File: config.mk
export PLATFORM = sky130hd
export DESIGN_NAME = pixel_plotter
export DESIGN_NICKNAME = d
export VERILOG_FILES = /design/src/rtl/pixel_plotter_pkg.sv /design/src/rtl/pixel_fifo.sv /design/src/rtl/pixel_plotter.sv
export SDC_FILE = /design/constraint.sdc
export NUM_CORES = 1
export LEC_CHECK = 0
export CAP_MARGIN = 20
export CORE_MARGIN = 5
export CORE_UTILIZATION = 50
export DETAILED_ROUTE_END_ITERATION = 8
export PLACE_DENSITY_LB_ADDON = 0.25
export SLEW_MARGIN = 20
export SYNTH_ARGS = -nofsm -noshare
export SYNTH_HDL_FRONTEND = slang
export SYNTH_SLANG_ARGS = --single-unit
File: constraint.sdc
create_clock -name clock -period 3.9 [get_ports clock]
set_input_delay 0.78 -clock clock [delete_from_list [all_inputs] [get_ports clock]]
set_output_delay 0.78 -clock clock [all_outputs]
set_load 0.1 [all_outputs]
File: src/rtl/pixel_plotter_pkg.sv
// Shared screen geometry, coordinate widths and the pixel entry format
// used by the plotter pipeline and the shape renderers.
package pixel_plotter_pkg;

    localparam int X_BITS              = 8;
    localparam int Y_BITS              = 7;
    localparam int SCREEN_W            = 160;
    localparam int SCREEN_H            = 120;
    localparam int COLOUR_BITS         = 3;
    localparam int ADDR_BITS           = 15;
    localparam int DEFAULT_FIFO_DEPTH  = 4;
    localparam int CLIP_COUNT_BITS     = 16;

    // One buffered pixel; write_flag=0 marks a clipped pixel kept only for ordering.
    typedef struct packed {
        logic                   last;
        logic                   write_flag;
        logic [COLOUR_BITS-1:0] colour;
        logic [ADDR_BITS-1:0]   addr;
    } pixel_entry_t;

    localparam int ENTRY_BITS = $bits(pixel_entry_t);

    function automatic logic on_screen(input logic [X_BITS-1:0] x,
                                       input logic [Y_BITS-1:0] y);
        return (int'(x) < SCREEN_W) && (int'(y) < SCREEN_H);
    endfunction

    function automatic logic [ADDR_BITS-1:0] linear_addr(input logic [X_BITS-1:0] x,
                                                         input logic [Y_BITS-1:0] y);
        return ADDR_BITS'(y) * ADDR_BITS'(SCREEN_W) + ADDR_BITS'(x);
    endfunction

endpackage

File: src/rtl/pixel_fifo.sv
// Synchronous first-word-fall-through FIFO; rdata always shows the head entry.
module pixel_fifo #(
    parameter int WIDTH = 8,
    parameter int DEPTH = 4,
    localparam int PTR_W = $clog2(DEPTH),
    localparam int CNT_W = PTR_W + 1
) (
    input  logic             clock,
    input  logic             resetn,
    input  logic             push,
    input  logic             pop,
    input  logic [WIDTH-1:0] wdata,
    output logic [WIDTH-1:0] rdata,
    output logic             full,
    output logic             empty,
    output logic [CNT_W-1:0] count
);

    logic [WIDTH-1:0] mem [DEPTH];
    logic [PTR_W-1:0] wr_ptr;
    logic [PTR_W-1:0] rd_ptr;

    // NOTE: storage has no reset; pointers and count alone define which entries are live.
    always_ff @(posedge clock) begin
        if (push) begin
            mem[wr_ptr] <= wdata;
        end
    end

    // NOTE: state registers use non-blocking assignments so every flop samples pre-edge values.
    always_ff @(posedge clock or negedge resetn) begin
        if (!resetn) begin
            wr_ptr <= '0;
            rd_ptr <= '0;
            count  <= '0;
        end else begin
            if (push) begin
                wr_ptr <= wr_ptr + PTR_W'(1);
            end
            if (pop) begin
                rd_ptr <= rd_ptr + PTR_W'(1);
            end
            case ({push, pop})
                2'b10:   count <= count + CNT_W'(1);
                2'b01:   count <= count - CNT_W'(1);
                default: count <= count;
            endcase
        end
    end

    assign rdata = mem[rd_ptr];
    assign full  = (count == CNT_W'(DEPTH));
    assign empty = (count == '0);

endmodule

File: src/rtl/pixel_plotter.sv
// Clips, addresses and buffers renderer pixels, then writes them to the
// framebuffer under valid/ready; pulses done when a shape's last pixel retires.
module pixel_plotter
    import pixel_plotter_pkg::*;
#(
    parameter int FIFO_DEPTH = DEFAULT_FIFO_DEPTH
) (
    input  logic                       clock,
    input  logic                       resetn,
    input  logic                       in_valid,
    output logic                       in_ready,
    input  logic [X_BITS-1:0]          in_x,
    input  logic [Y_BITS-1:0]          in_y,
    input  logic [COLOUR_BITS-1:0]     in_colour,
    input  logic                       in_last,
    output logic                       fb_we,
    input  logic                       fb_ready,
    output logic [ADDR_BITS-1:0]       fb_addr,
    output logic [COLOUR_BITS-1:0]     fb_data,
    output logic                       done,
    output logic [CLIP_COUNT_BITS-1:0] clipped_count
);

    localparam int              CNT_W   = $clog2(FIFO_DEPTH) + 1;
    localparam logic [CNT_W:0]  DEPTH_L = (CNT_W + 1)'(FIFO_DEPTH);

    pixel_entry_t   in_entry;
    logic           accept;

    logic           as_valid;
    pixel_entry_t   as_entry;

    logic [ENTRY_BITS-1:0] fifo_head_bits;
    pixel_entry_t   fifo_head;
    logic           fifo_full;
    logic           fifo_empty;
    logic [CNT_W-1:0] fifo_count;
    logic           fifo_pop;
    logic [CNT_W:0] occupancy;

    logic           out_valid;
    pixel_entry_t   out_entry;
    logic           out_retire;
    logic           out_load;

    // NOTE: every always_comb output gets a value on every path, so no latch is inferred.
    always_comb begin
        in_entry            = '0;
        in_entry.last       = in_last;
        in_entry.write_flag = on_screen(in_x, in_y);
        in_entry.colour     = in_colour;
        in_entry.addr       = linear_addr(in_x, in_y);
    end

    // The output register is deliberately excluded from the slot count.
    assign occupancy = {1'b0, fifo_count} + {{CNT_W{1'b0}}, as_valid};
    assign in_ready  = !fifo_full && (occupancy < DEPTH_L);
    assign accept    = in_valid && in_ready;

    always_ff @(posedge clock or negedge resetn) begin
        if (!resetn) begin
            as_valid      <= 1'b0;
            as_entry      <= '0;
            clipped_count <= '0;
        end else begin
            as_valid <= accept;
            if (accept) begin
                as_entry <= in_entry;
                if (!in_entry.write_flag && (clipped_count != '1)) begin
                    clipped_count <= clipped_count + CLIP_COUNT_BITS'(1);
                end
            end
        end
    end

    pixel_fifo #(
        .WIDTH (ENTRY_BITS),
        .DEPTH (FIFO_DEPTH)
    ) u_fifo (
        .clock  (clock),
        .resetn (resetn),
        .push   (as_valid),
        .pop    (fifo_pop),
        .wdata  (as_entry),
        .rdata  (fifo_head_bits),
        .full   (fifo_full),
        .empty  (fifo_empty),
        .count  (fifo_count)
    );

    assign fifo_head = pixel_entry_t'(fifo_head_bits);

    // Clipped entries spend one cycle here with fb_we low, then retire unconditionally.
    assign out_retire = out_valid && (!out_entry.write_flag || fb_ready);
    assign out_load   = !out_valid || out_retire;
    assign fifo_pop   = out_load && !fifo_empty;

    always_ff @(posedge clock or negedge resetn) begin
        if (!resetn) begin
            out_valid <= 1'b0;
            out_entry <= '0;
            done      <= 1'b0;
        end else begin
            done <= out_retire && out_entry.last;
            if (out_load) begin
                out_valid <= !fifo_empty;
                if (!fifo_empty) begin
                    out_entry <= fifo_head;
                end
            end
        end
    end

    assign fb_we   = out_valid && out_entry.write_flag;
    assign fb_addr = out_entry.addr;
    assign fb_data = out_entry.colour;

endmodule

==> metrics.md, run 1 <==
| Metric | Value |
|---|---|
| Final Cycle Share | `78.7%` |
| Met1 Use GR | `22.1%` |
| Root Buffer | `clkbuf_16` |
| R2R depth | `9` |
| Die height | `123 um` |
| Die width | `123 um` |
| Ys async rst share | `45.2%` |
| Post-synth EDFFs | `80` |
| Kind of critical path | `primary input to flop` |
| Worst R2R Start | `u_fifo.count[0]` |
| H-tree depth | `4` |
| Setup slack, reg-to-reg | `1.97 ns` |
| Worst slack, placed | `0.515 ns` |
| Critical Path AT | `3.36 ns` |
| Proportion of layout cells with a drive suffix above 1 | `18.7%` |
| 1st-pass router iterations | `4` |
| Initial Utilization | `50.6%` |
| Num ports | `60` |
| GPL Wtd Cong | `0.800` |
| P&R area growth vs syn | `18.9%` |
| Iteration-0 DRC Markers | `186` |
| Top_reg_cell synth | `edfxtp_1` |
| Final Non-Filler Cells | `654` |
| Later-pin clock latency in the skew report | `0.41 ns` |
| Flops & latches, synth | `146` |
| CP Max Fanout | `3` |
| Startpoint class of the critical path | `primary input` |
| Routed len/inst | `16.7 um` |
| Endpoint class of the critical path | `flop` |
| Synth Net Count | `460` |
| Worst slew margin | `29.7%` |
| Total gr overflow | `0` |
| Clock Tree Buf Depth | `2` |
| Status | `completed` |
| Clock transition at path regs | `0.06 ns` |
| Final Slew Violations | `0` |
| Drt total wl | `10,900 um` |
| Largest net degree at the start of global routing | `36` |
| Reg2reg end | `u_fifo.count[2]` |
| RSZ-0062 raised after global routing | `no` |
| Maximum VDD drop | `0.334 mV` |
| Sequential share of the synthesized area | `64.0%` |
| Max_cap viols | `0` |
| Remaining DRCs | `0` |
| Hold Path Class | `primary input to async pin` |
| Dpl cells | `621` |
| Endpoints failing setup | `0` |
| Post-DP HPWL | `7130 um` |
| Num rows | `41` |
| Met3 usage | `4.15%` |
| TNS Setup | `0 ns` |
| CTS tree | `done` |
| Ant diodes | `0` |
| Vias per inst | `5.19` |
| Worst hold margin | `0.426 ns` |
| Clk sinks | `146` |
| Yosys cell types | `49` |
| Via Count | `3,394` |
| Slack of the critical path | `0.829 ns` |
| First-pass GRT wire length | `18,300 um` |
| Avg Cell Area, Syn | `15.3 sq um` |
| Final net count | `514` |
| Final Critical Period | `3.07 ns` |
| Total die area | `15,000 sq um` |
| Pleak | `0.00288 uW` |
| CTS Buf Count | `17` |
| Total GRT Usage | `16.3%` |
| Fin area | `7530 sq um` |
| Dpl cell area | `6960 sq um` |
| Vias in the first global route | `3,566` |
| Clk_skew | `0.00625 ns` |
| Netlist Area Pre-Place | `6330 sq um` |
| Worst-Margin Slew | `1.05 ns` |
| Post-Synthesis Cells | `415` |
| Endpoints failing hold | `0` |
| Antenna violations before repair | `0` |
| Resized cells post-CTS | `0` |
| Post-CTS Setup Inserts | `0` |
| Met2 usage | `25.0%` |
| I/O Buffers | `59` |
| Ys Warns | `0` |
| Max Clock Freq | `326 MHz` |
| Hold buffers post-CTS | `0` |
| Total core area | `12,500 sq um` |
| Worst path required time | `4.19 ns` |
| PD cells | `870 nW/um^2` |
| ANT nets after route | `0` |
| Grt peak-use layer | `met2` |
[through the flow]
step	power, uW	utilization (%)
after floorplan	4610	-
after global placement	5030	55.6
after detailed placement	5100	55.6
after CTS	6620	60.0
after global routing	6890	60.1
final	6550	60.1
[logic make-up after synthesis]
logic type	count (synthesis)	share of synthesized area, %
buffers and inverters	42	3.91
adder cells (fa/ha/maj)	22	4.70
multiplexers	44	11.4
XOR/XNOR	27	3.85
AND/OR/NAND/NOR	104	8.32
flip-flops	146	64.0
AO/OA/AOI/OAI	30	3.80
[report_power, final]
group	internal [uW]	leakage, uW	switching [uW]
clock network	922	0.000263	582
logic	862	0.00107	1640
registers	2200	0.00155	348
[cell usage after synthesis (3+ instances only)]
library cell,instances,area (sq um)
nor2_1,10,37.5
mux2_2,23,259
nand3_1,11,55.1
mux4_2,20,450
edfxtp_1,80,2400
nand4_1,6,37.5
clkbuf_1,3,11.3
buf_4,18,135
and2_1,6,37.5
o21ai_0,12,60.1
nand2b_1,3,18.8
fa_1,3,60.1
xnor2_1,19,166
dfrtp_1,66,1650
nand2_1,50,188
xor2_1,7,61.3
ha_1,19,238
buf_2,6,30.0
inv_1,13,48.8
[layer usage]
| metal | vias up | part of all wire (%) |
|---|---|---|
| li1 | 1609 | - |
| met2 | 91 | 49 |
| met4 | 0 | 1.8 |
| met5 | - | 0 |
| met1 | 1679 | 44 |
| met3 | 15 | 5.3 |
[cell usage in the layout, fill, tap and decap left out, types with 3 or more instances in the layout]
cell             count
and2_1               5
buf_4                5
clkbuf_16           17
clkdlybuf4s50_1     57
clkinv_1             5
clkinv_2             4
clkinvlp_4           3
dfrtp_1             66
edfxtp_1            80
fa_1                 3
ha_1                19
inv_1               13
mux2_2              23
mux4_2              20
nand2_1             50
nand2b_1             3
nand3_1             11
nand4_1              6
nor2_1              10
o21ai_0             12
xnor2_1             19
xor2_1               7
[registers in the layout, summed over array words and instances, names as in the netlist]
signal / count
fb_data: 3
u_fifo.rd_ptr: 2
as_entry: 20
fb_addr: 15
u_fifo.count: 3
out_valid: 1
out_entry: 2
u_fifo.mem: 80
done: 1
u_fifo.wr_ptr: 2
clipped_count: 16
as_valid: 1
[worst max path at each step]
| stage | start | end | slack (ns) | depth (start not counted) |
|---|---|---|---|---|
| finish | in_y[1] | as_entry[13] | 0.83 | 9 |
| global placement | in_y[1] | as_entry[13] | 0.60 | 9 |
| global route | in_y[1] | as_entry[13] | 0.76 | 9 |
| detailed placement | in_y[1] | as_entry[13] | 0.51 | 9 |
| floorplan | in_y[1] | as_entry[13] | 1.17 | 8 |
| CTS | in_y[1] | as_entry[13] | 0.88 | 9 |
[layout make-up]
type | instances | area [sq um]
fillers | 987 | 4990
flip-flops and latches | 146 | 4050
clock buffers | 18 | 429
repair buffers | 64 | 628
well taps | 172 | 215
multi-input cells | 227 | 2030
clock inverters | 14 | 121
inverters | 13 | 48.8
[worst max-delay path: stages]
cell and delay, ns:
clkdlybuf4s50_1 0.47, ha_1 0.32, ha_1 0.25, fa_1 0.44, a211oi_1 0.45, o22ai_1 0.19, nor4_2 0.21, xnor2_1 0.16
o21ai_1 0.08
No activity file was read; power rests on OpenSTA's default activity.
==> run 2: changes to the inputs <==
- clock period: 3.9 -> 2.9 ns (I/O delays scaled with it)
==> run 2 against run 1 <==
Via count grew 2.6%. Die area unchanged. Non-clock buffer count up 18. Routed wire length rose by 3.3%. Combinational power rose by 38%. Core utilization increased by 0.44 points. Sequential share of layout area is 0.39 points lower. Count of clock-buffer cells in the layout decreased by 1. Critical path depth unchanged. Final area is 0.73% higher. Hold slack lost 0.21 ns. Total power is 34% higher. Critical path type unchanged.
==> metrics.md, run 2 (synthesized netlist as in run 1, its figures left out) <==
| Metric | Value |
|---|---|
| Worst slack, placed | `-0.189 ns (-0.704 ns)` |
| Final Power | `8810 uW (+34%)` |
| Fin area | `7580 sq um (+0.73%)` |
| Total GRT Usage | `17.1% (+0.77 points)` |
| Pleak | `0.00302 uW (+4.9%)` |
| Worst-Margin Slew | `0.748 ns (-0.306 ns)` |
| R2R depth | `4 (-5)` |
| Total die area | `15,000 sq um (unchanged)` |
| Hold buffers post-CTS | `0 (unchanged)` |
| Iteration-0 DRC Markers | `232 (+25%)` |
| First-pass GRT wire length | `19,100 um (+4.4%)` |
| Clk_skew | `0.00568 ns (-0.000574 ns)` |
| Slack of the critical path | `0.228 ns (-0.601 ns)` |
| Max_cap viols | `0 (unchanged)` |
| Max reg flops | `80 (unchanged)` |
| Max Clock Freq | `374 MHz` |
| Largest net degree at the start of global routing | `37 (+2.8%)` |
| Root Buffer | `clkbuf_16` |
| Proportion of layout cells with a drive suffix above 1 | `29.4% (+11 points)` |
| Clk sinks | `146 (unchanged)` |
| Final Critical Period | `2.67 ns` |
| ANT nets after route | `0 (unchanged)` |
| Top Registers | `u_fifo.mem x80, as_entry x20, clipped_count x16` |
| H-tree depth | `4 (unchanged)` |
| Final Slew Violations | `0 (unchanged)` |
| Maximum VDD drop | `0.495 mV (+48%)` |
| Worst path required time | `3.19 ns (-1.00 ns)` |
| Die height | `123 um (unchanged)` |
| Initial Utilization | `50.6% (unchanged)` |
| Final net count | `532 (+3.5%)` |
| Endpoints failing hold | `0 (unchanged)` |
| Clock transition at path regs | `0.06 ns (about the same)` |
| Reg2reg end | `clipped_count[1]` |
| Vias per inst | `5.18 (-0.13%)` |
| Routed len/inst | `16.8 um (+0.48%)` |
| Total gr overflow | `0 (unchanged)` |
| Top reg by flops | `u_fifo.mem` |
| Drt total wl | `11,300 um (+3.3%)` |
| Commonest non-fill, non-tap cell in the layout | `edfxtp_1` |
| Later-pin clock latency in the skew report | `0.42 ns (about the same)` |
| Remaining DRCs | `0 (unchanged)` |
| Worst slew margin | `50.1% (+20 points)` |
| Kind of critical path | `primary input to flop` |
| Dpl cell area | `7020 sq um (+0.94%)` |
| CTS tree | `done` |
| P&R area growth vs syn | `19.8%` |
| 1st-pass router iterations | `4 (unchanged)` |
| CTS Buf Count | `17 (unchanged)` |
| Final Cycle Share | `92.2%` |
| Final Util | `60.6% (+0.44 points)` |
| Antenna violations before repair | `0 (unchanged)` |
| Beginning of the critical path | `in_y[1]` |
| Resized cells post-CTS | `0 (unchanged)` |
| Setup slack, reg-to-reg | `0.90 ns (-1.07 ns)` |
| Via Count | `3,483 (+2.6%)` |
| Critical Path AT | `2.97 ns (-0.39 ns)` |
| Total core area | `12,500 sq um (unchanged)` |
| Endpoint class of the critical path | `flop` |
| Ant diodes | `0 (unchanged)` |
| RSZ-0062 raised after global routing | `no` |
| Endpoints failing setup | `0 (unchanged)` |
| Num rows | `41 (unchanged)` |
| Worst R2R Start | `as_valid` |
| Hold Path Class | `primary input to async pin` |
| Most frequent cells in the layout | `edfxtp_1, dfrtp_1, buf_4` |
| Status | `completed` |
| Startpoint class of the critical path | `primary input` |
| Post-DP HPWL | `7250 um (+1.6%)` |
| PD cells | `1160 nW/um^2 (+33%)` |
| Die width | `123 um (unchanged)` |
| Clock Tree Buf Depth | `2 (unchanged)` |
| Vias in the first global route | `3,727 (+4.5%)` |
| I/O Buffers | `59 (unchanged)` |
| CP Max Fanout | `3 (unchanged)` |
| Num ports | `60 (unchanged)` |
| Post-CTS Setup Inserts | `0 (unchanged)` |
| GPL Wtd Cong | `0.823 (+3.0%)` |
==> run 2: area by class of cell <==
type,count,area (sq um)
inverter,13,48.8
tap,172,215
multi-input combinational,227,2030
clock buffer,17,425
sequential,146,4050
fill,979,4940
timing repair buffer,82,678
clock inverter,15,131
==> run 2: worst max-delay path by stage <==
stage / slack [ns] / to / cells after the start
2_1_floorplan: 0.37 / as_entry[13] / 8
4_1_cts: 0.23 / as_entry[13] / 9
3_3_place_gp: -0.15 / as_entry[13] / 9
6_report: 0.23 / as_entry[13] / 9
3_5_place_dp: -0.19 / as_entry[13] / 9
5_1_grt: 0.09 / as_entry[13] / 9
==> run 2: power by group <==
part           internal [uW]  switching [uW]
Clock                   1180             845
Sequential              2950             390
Combinational           1140            2300
Total                   5270            3540
==> run 2: critical path, cell delays in order <==
cell	delay, ns
clkdlybuf4s50_1	0.43
ha_1	0.31
ha_1	0.23
fa_1	0.43
a211oi_1	0.39
o22ai_1	0.17
nor4_2	0.21
xnor2_1	0.15
o21ai_1	0.07
==> run 2: metal layers <==
metal | up-vias | share of wire, % | track usage, %
met5 | - | 0 | 0
li1 | 1642 | - | -
met1 | 1757 | 44 | 23.1
met3 | 12 | 6.0 | 5.02
met2 | 72 | 49 | 26.5
met4 | 0 | 1.6 | 6.30
==> run 2: through the flow <==
step	hold WS (ns)	TNS [ns]	std cells
3_5_place_dp	0.481	-0.582	640
4_1_cts	0.251	0	672
2_1_floorplan	0.284	0	415
3_3_place_gp	0.477	-0.398	640
5_1_grt	0.280	0	672
6_report	0.220	0	672
